<file path="src/rtl/tp_pkg.sv">
// Shared definitions for the tiny processor: memory geometry and the
// program loader's state encoding.
`ifndef CLOG2
`define CLOG2(x) $clog2(x)
`endif

package tp_pkg;

  localparam int IMEM_SZ    = 16;
  localparam int INST_W     = 8;
  localparam int DATAPATH_W = 8;
  localparam int PC_W       = `CLOG2(IMEM_SZ);
  localparam int NIB_W      = INST_W / 2;

  typedef enum logic [2:0] {
    ST_IDLE = 3'd0,
    ST_HDR  = 3'd1,
    ST_LO   = 3'd2,
    ST_HI   = 3'd3,
    ST_WR   = 3'd4,
    ST_FILL = 3'd5,
    ST_DONE = 3'd6
  } ld_state_e;

endpackage

</file>
<file path="src/rtl/prog_loader_if.sv">
// Pin-side strobes and imem/core-control signals of the program loader.
interface prog_loader_if;
  import tp_pkg::*;

  logic              start_in;
  logic              nib_stb_in;
  logic [NIB_W-1:0]  nib_in;
  logic              imem_wen_out;
  logic [PC_W-1:0]   imem_waddr_out;
  logic [INST_W-1:0] imem_wdata_out;
  logic              core_hold_out;
  logic              core_restart_out;
  logic              busy_out;
  logic [PC_W-1:0]   addr_out;

  modport slave (
    input  start_in, nib_stb_in, nib_in,
    output imem_wen_out, imem_waddr_out, imem_wdata_out,
           core_hold_out, core_restart_out, busy_out, addr_out
  );

  modport master (
    output start_in, nib_stb_in, nib_in,
    input  imem_wen_out, imem_waddr_out, imem_wdata_out,
           core_hold_out, core_restart_out, busy_out, addr_out
  );

endinterface

</file>
<file path="src/rtl/pin_sync_edge.sv">
// Synchronizes an asynchronous pin level and flags its rising edge.
// SYNC_STAGES must be at least 2.
module pin_sync_edge #(
  parameter int SYNC_STAGES = 2
) (
  input  logic clk,
  input  logic rst,
  input  logic pin,
  output logic rise
);

  logic [SYNC_STAGES-1:0] sync_q;
  logic                   dly_q;

  always_ff @(posedge clk) begin
    if (rst) begin
      sync_q <= '0;
      dly_q  <= 1'b0;
    end else begin
      sync_q <= {sync_q[SYNC_STAGES-2:0], pin};
      dly_q  <= sync_q[SYNC_STAGES-1];
    end
  end

  // One-cycle pulse per synchronized low-to-high transition.
  assign rise = sync_q[SYNC_STAGES-1] & ~dly_q;

endmodule

</file>
<file path="src/rtl/prog_loader.sv">
// Serial program loader: assembles nibble strobes into instructions, writes
// them into imem, zero-fills the tail and restarts the core.
module prog_loader
  import tp_pkg::*;
#(
  parameter int SYNC_STAGES = 2
) (
  input  logic          clk,
  input  logic          rst,
  prog_loader_if.slave  bus
);

  localparam logic [2:0] S_IDLE = ST_IDLE;
  localparam logic [2:0] S_HDR  = ST_HDR;
  localparam logic [2:0] S_LO   = ST_LO;
  localparam logic [2:0] S_HI   = ST_HI;
  localparam logic [2:0] S_WR   = ST_WR;
  localparam logic [2:0] S_FILL = ST_FILL;
  localparam logic [2:0] S_DONE = ST_DONE;

  localparam logic [PC_W-1:0] ADDR_MAX = PC_W'(IMEM_SZ - 1);
  localparam logic [PC_W-1:0] ADDR_ONE = PC_W'(1);

  logic start_acc;
  logic nib_acc;

  logic [2:0]       state_q, state_n;
  logic [PC_W-1:0]  addr_q,  addr_n;
  logic [PC_W-1:0]  last_q,  last_n;
  logic [NIB_W-1:0] lo_q,    lo_n;
  logic [NIB_W-1:0] hi_q,    hi_n;

  logic              wen_q;
  logic [PC_W-1:0]   waddr_q;
  logic [INST_W-1:0] wdata_q;
  logic              hold_q;
  logic              restart_q;
  logic [PC_W-1:0]   addr_disp_q;

  pin_sync_edge #(.SYNC_STAGES(SYNC_STAGES)) u_start_sync (
    .clk  (clk),
    .rst  (rst),
    .pin  (bus.start_in),
    .rise (start_acc)
  );

  pin_sync_edge #(.SYNC_STAGES(SYNC_STAGES)) u_nib_sync (
    .clk  (clk),
    .rst  (rst),
    .pin  (bus.nib_stb_in),
    .rise (nib_acc)
  );

  always_comb begin
    state_n = state_q;
    addr_n  = addr_q;
    last_n  = last_q;
    lo_n    = lo_q;
    hi_n    = hi_q;
    case (state_q)
      S_IDLE: begin
        if (start_acc) state_n = S_HDR;
      end
      S_HDR: begin
        if (nib_acc) begin
          last_n  = PC_W'(bus.nib_in);
          addr_n  = '0;
          state_n = S_LO;
        end
      end
      S_LO: begin
        if (nib_acc) begin
          lo_n    = bus.nib_in;
          state_n = S_HI;
        end
      end
      S_HI: begin
        if (nib_acc) begin
          hi_n    = bus.nib_in;
          state_n = S_WR;
        end
      end
      S_WR: begin
        if (addr_q == last_q) begin
          if (last_q == ADDR_MAX) begin
            state_n = S_DONE;
          end else begin
            addr_n  = last_q + ADDR_ONE;
            state_n = S_FILL;
          end
        end else begin
          addr_n  = addr_q + ADDR_ONE;
          state_n = S_LO;
        end
      end
      S_FILL: begin
        // The address stops at the top of imem; it never wraps.
        if (addr_q == ADDR_MAX) state_n = S_DONE;
        else                    addr_n  = addr_q + ADDR_ONE;
      end
      S_DONE:  state_n = S_IDLE;
      default: state_n = S_IDLE;
    endcase
  end

  // Outputs are decoded from the next state and registered, so each output
  // reflects the state it belongs to without a path from the pins.
  always_ff @(posedge clk) begin
    if (rst) begin
      state_q     <= S_IDLE;
      addr_q      <= '0;
      last_q      <= '0;
      lo_q        <= '0;
      hi_q        <= '0;
      wen_q       <= 1'b0;
      waddr_q     <= '0;
      wdata_q     <= '0;
      hold_q      <= 1'b0;
      restart_q   <= 1'b0;
      addr_disp_q <= '0;
    end else begin
      state_q     <= state_n;
      addr_q      <= addr_n;
      last_q      <= last_n;
      lo_q        <= lo_n;
      hi_q        <= hi_n;
      wen_q       <= (state_n == S_WR) || (state_n == S_FILL);
      waddr_q     <= addr_n;
      wdata_q     <= (state_n == S_WR) ? {hi_n, lo_n} : '0;
      hold_q      <= (state_n != S_IDLE);
      restart_q   <= (state_n == S_DONE);
      addr_disp_q <= addr_n;
    end
  end

  assign bus.imem_wen_out     = wen_q;
  assign bus.imem_waddr_out   = waddr_q;
  assign bus.imem_wdata_out   = wdata_q;
  assign bus.core_hold_out    = hold_q;
  assign bus.core_restart_out = restart_q;
  assign bus.busy_out         = hold_q;
  assign bus.addr_out         = addr_disp_q;

endmodule
</file>
<file path="src/flat_wrapper.sv">
// flat-port wrapper written by rule: the top's interface ports become plain ports
module prog_loader_flat import tp_pkg::*;
#(
  parameter int SYNC_STAGES = 2
)
  (clk, rst, bus_start_in, bus_nib_stb_in, bus_nib_in, bus_imem_wen_out, bus_imem_waddr_out, bus_imem_wdata_out, bus_core_hold_out, bus_core_restart_out, bus_busy_out, bus_addr_out);
  prog_loader_if bus_i ();
  input  logic clk;
  input  logic rst;
  input wire logic [$bits(bus_i.start_in)-1:0] bus_start_in;
  input wire logic [$bits(bus_i.nib_stb_in)-1:0] bus_nib_stb_in;
  input wire logic [$bits(bus_i.nib_in)-1:0] bus_nib_in;
  output wire logic [$bits(bus_i.imem_wen_out)-1:0] bus_imem_wen_out;
  output wire logic [$bits(bus_i.imem_waddr_out)-1:0] bus_imem_waddr_out;
  output wire logic [$bits(bus_i.imem_wdata_out)-1:0] bus_imem_wdata_out;
  output wire logic [$bits(bus_i.core_hold_out)-1:0] bus_core_hold_out;
  output wire logic [$bits(bus_i.core_restart_out)-1:0] bus_core_restart_out;
  output wire logic [$bits(bus_i.busy_out)-1:0] bus_busy_out;
  output wire logic [$bits(bus_i.addr_out)-1:0] bus_addr_out;
  assign bus_i.start_in = bus_start_in;
  assign bus_i.nib_stb_in = bus_nib_stb_in;
  assign bus_i.nib_in = bus_nib_in;
  assign bus_imem_wen_out = bus_i.imem_wen_out;
  assign bus_imem_waddr_out = bus_i.imem_waddr_out;
  assign bus_imem_wdata_out = bus_i.imem_wdata_out;
  assign bus_core_hold_out = bus_i.core_hold_out;
  assign bus_core_restart_out = bus_i.core_restart_out;
  assign bus_busy_out = bus_i.busy_out;
  assign bus_addr_out = bus_i.addr_out;
  prog_loader #(.SYNC_STAGES(SYNC_STAGES)) u_core (.clk(clk), .rst(rst), .bus(bus_i));
endmodule
</file>
<file path="config.mk">
export PLATFORM = sky130hd
export DESIGN_NAME = prog_loader_flat
export DESIGN_NICKNAME = d
export VERILOG_FILES = /design/src/rtl/tp_pkg.sv /design/src/rtl/prog_loader_if.sv /design/src/rtl/pin_sync_edge.sv /design/src/rtl/prog_loader.sv /design/src/flat_wrapper.sv
export SDC_FILE = /design/constraint.sdc
export NUM_CORES = 1
export LEC_CHECK = 0
export CORE_ASPECT_RATIO = 1.25
export CORE_MARGIN = 2
export CORE_UTILIZATION = 45
export CTS_CLUSTER_SIZE = 16
export DETAILED_ROUTE_END_ITERATION = 8
export DONT_BUFFER_PORTS = 1
export HOLD_SLACK_MARGIN = 0.08
export PLACE_DENSITY_LB_ADDON = 0.3
export SLEW_MARGIN = 10
export SYNTH_ARGS = -nofsm -noshare
export SYNTH_HDL_FRONTEND = slang
export SYNTH_SLANG_ARGS = --single-unit
</file>
<file path="constraint.sdc">
create_clock -name clk -period 1.8 [get_ports clk]
set_input_delay 0.36 -clock clk [delete_from_list [all_inputs] [get_ports clk]]
set_output_delay 0.36 -clock clk [all_outputs]
set_load 0.03 [all_outputs]
</file>
==> results.yml <==
outcome:
  run_status: "finished, final reports clean"
logic_synthesis:
  netlist_instances: 159
  syn_area_mm2: 0.00157
  synth_ff_type: "dfxtp_1"
  synth_edf_count: 0
  syn_nets: 169
  yosysTopAreaCell: "dfxtp_1"
  synth_seq_cells: 36
  synth_area_leaders: "dfxtp_1 46%, mux2i_1 8.9%, nor2_1 7.2%, buf_4 2.9%, nor2b_1 2.8%"
  yosysWarnings: 0
  synth_top_area_share_pct: 45.8
  synth.distinct_cells: 42
  ys_seq_area_share_pct: 45.8
  synth_area_per_cell_um2: 9.90
  synthArstFlopShare_pct: 0
worst_hold_path:
  holdPathStages: 1
  hold_class: "primary input to register"
setup_path:
  startpoint_type: "register"
  critPathMaxFanout: 6
  required_ns: 1.99
  worstPathArrival_ns: 1.87
  cp-end-kind: "register"
  crit_type: "register to register"
  ff2ff_path_depth: 6
drt:
  detail_route.vias_per_cell: 5.34
  drtPass1Iterations: 4
  totalWireLength_um: 2840
  avgRoutedWirePerCell_um: 14.2
  ant_nets: 0
  drc: 0
  vias: 1067
  first_iter_violations: 19
finish:
  area_growth_pct: 6.76
  stdcell_count: 200
  final_cell_mix: "36 x dfxtp_1, 30 x nor2_1, 14 x mux2i_1"
  diodes: 0
  finish.instance_area_mm2: 0.00168
  drive_gt1_share_pct: 17.4
  seq_area_um2: 721
  n_fill_cell: 331
  final_common_cell: "dfxtp_1"
  multi_input_area_um2: 749
  num-nets-final: 170
power:
  p_total_uw: 1430
  irDropWorstVdd_mv: 0.556
  p_sw_uw: 335
  p_leak_uw: 0.000669
  sw_frac_of_total_pct: 23.4
  power.density_mw_per_mm2: 852
  clkPwrFrac_pct: 40.4
  pwr-share-seq_pct: 57.1
  combPwrFrac_pct: 2.5
  power.internal_uw: 1100
timing:
  finalHoldViolCount: 0
  rsz0062_at_grt: "no"
  fmax_ghz: 0.595
  skew_ns: 0.00553
  min_period_ns: 1.68
  tightest_slew_ns: 0.570
  period_share_pct: 93.3
  finalSetupTns_ns: 0
  relSlewSlack_pct: 62.0
  finalSetupViolations: 0
  drv_slew: 0
  setup_ws_ns: 0.121
flow_run:
  cap_violations: 0
floorplan:
  start_util_pct: 46.0
  rows: 24
  die_w_um: 56.9
  die_area_mm2: 0.00399
  die_y_um: 70.1
  pin_count: 28
  coreArea_mm2: 0.00342
clocking:
  clockBufferDepth: 2
  cts_resized: 0
  cts_sinks: 36
  holdBufCountCts: 0
  insertion_delay_ns: 0.29
  h-tree-depth: 2
  cts_tree: "yes"
  cts_root_buf: "clkbuf_8"
  post-cts-setup-buffers: 0
  cts-buffers-inserted: 5
  clkSlewWorstSetupHoldPaths_ns: 0.08
global_routing:
  grt_max_degree: 28
  grt_pass1_wl_um: 4930
  grt_pass1_vias: 1080
  grt_usage_pct: 15.9
  overflow: 0
  grt_antenna_before_repair: 0
placement:
  globalplace.congestion: 0.790
  dpl_cell_area_mm2: 0.00159
  place_hpwl_um: 2050
  post-place-ws_ns: 0.136
  portBuffers: 0
  dp_cells: 192
registers in the layout, indices dropped and copies added, names as in the netlist:
name / flops
u_core.bus.imem_wdata_out: 8
u_core.bus.addr_out: 4
u_core.hi_q: 4
u_core.last_q: 4
u_core.lo_q: 4
u_core.state_q: 3
u_core.u_nib_sync.sync_q: 2
u_core.u_start_sync.sync_q: 2
u_core.bus.busy_out: 1
u_core.bus.core_restart_out: 1
u_core.bus.imem_wen_out: 1
u_core.u_nib_sync.dly_q: 1
u_core.u_start_sync.dly_q: 1
power groups by stage:
stage	registers [uW]	clock network (uW)	logic, uW
global placement	836	0	35.0
detailed placement	836	0	36.1
global route	819	619	39.0
floorplan	829	0	47.4
CTS	818	589	36.2
finish	818	579	35.6
metal layers:
metal  track usage (%)  vias to the layer above  share of wire [%]
met5                 0                        -                  0
met4              6.98                        0                2.3
met3              6.30                        7                5.8
met2              25.9                       25                 49
met1              18.1                      500                 42
li1                  -                      535                  -
through the flow:
step	hold slack [ns]	util, %
2_1_floorplan	0.414	-
3_3_place_gp	0.420	46.5
3_5_place_dp	0.428	46.5
4_1_cts	0.120	49.1
5_1_grt	0.112	49.1
6_report	0.127	49.1
logic make-up after synthesis:
group | share of synthesized area, %
adders and majority gates | 1.59
and+or+nand+nor | 22.0
DFF | 45.8
muxes | 8.90
buffers and inverters | 6.60
AOI/OAI and AO/OA | 11.8
xor gates and xnor gates | 3.26
layout make-up:
type | count | area share (%)
multi-input cells | 106 | 44.6
flip-flops and latches | 36 | 42.9
clock buffers | 5 | 4.10
repair buffers | 8 | 3.57
well taps | 39 | 2.90
clock inverters | 3 | 1.27
inverters | 3 | 0.670
cells in the mapped netlist (2+ instances only):
| cell type | n |
|---|---|
| dfxtp_1 | 36 |
| nor2_1 | 30 |
| mux2i_1 | 14 |
| nor2b_1 | 7 |
| buf_4 | 6 |
| nand2_1 | 5 |
| nand2b_1 | 5 |
| a21oi_1 | 4 |
| clkbuf_1 | 4 |
| xnor2_1 | 4 |
| inv_1 | 3 |
| nand3b_1 | 3 |
| a211o_1 | 2 |
| and3_1 | 2 |
| buf_2 | 2 |
| buf_6 | 2 |
| ha_1 | 2 |
| nand3_1 | 2 |
| nand4_1 | 2 |
| o21ai_0 | 2 |
worst max-delay path, stage by stage, from the launching register on:
cell,delay [ns]
dfxtp_1,0.37
ha_1,0.21
nand3_1,0.12
or3_4,0.39
o2111ai_4,0.27
or3_1,0.16
a21oi_1,0.06
worst paths after layout:
check                                 from                       endpoint  slack, ns
max                       u_core.last_q[0]         u_core.bus.addr_out[0]       0.12
min reg2reg  u_core.u_start_sync.sync_q[0]  u_core.u_start_sync.sync_q[1]       0.45
min                                    rst  u_core.u_start_sync.sync_q[0]       0.13
max reg2reg               u_core.last_q[0]         u_core.bus.addr_out[0]       0.12
Note: power is estimated with default switching activity, not from simulation.
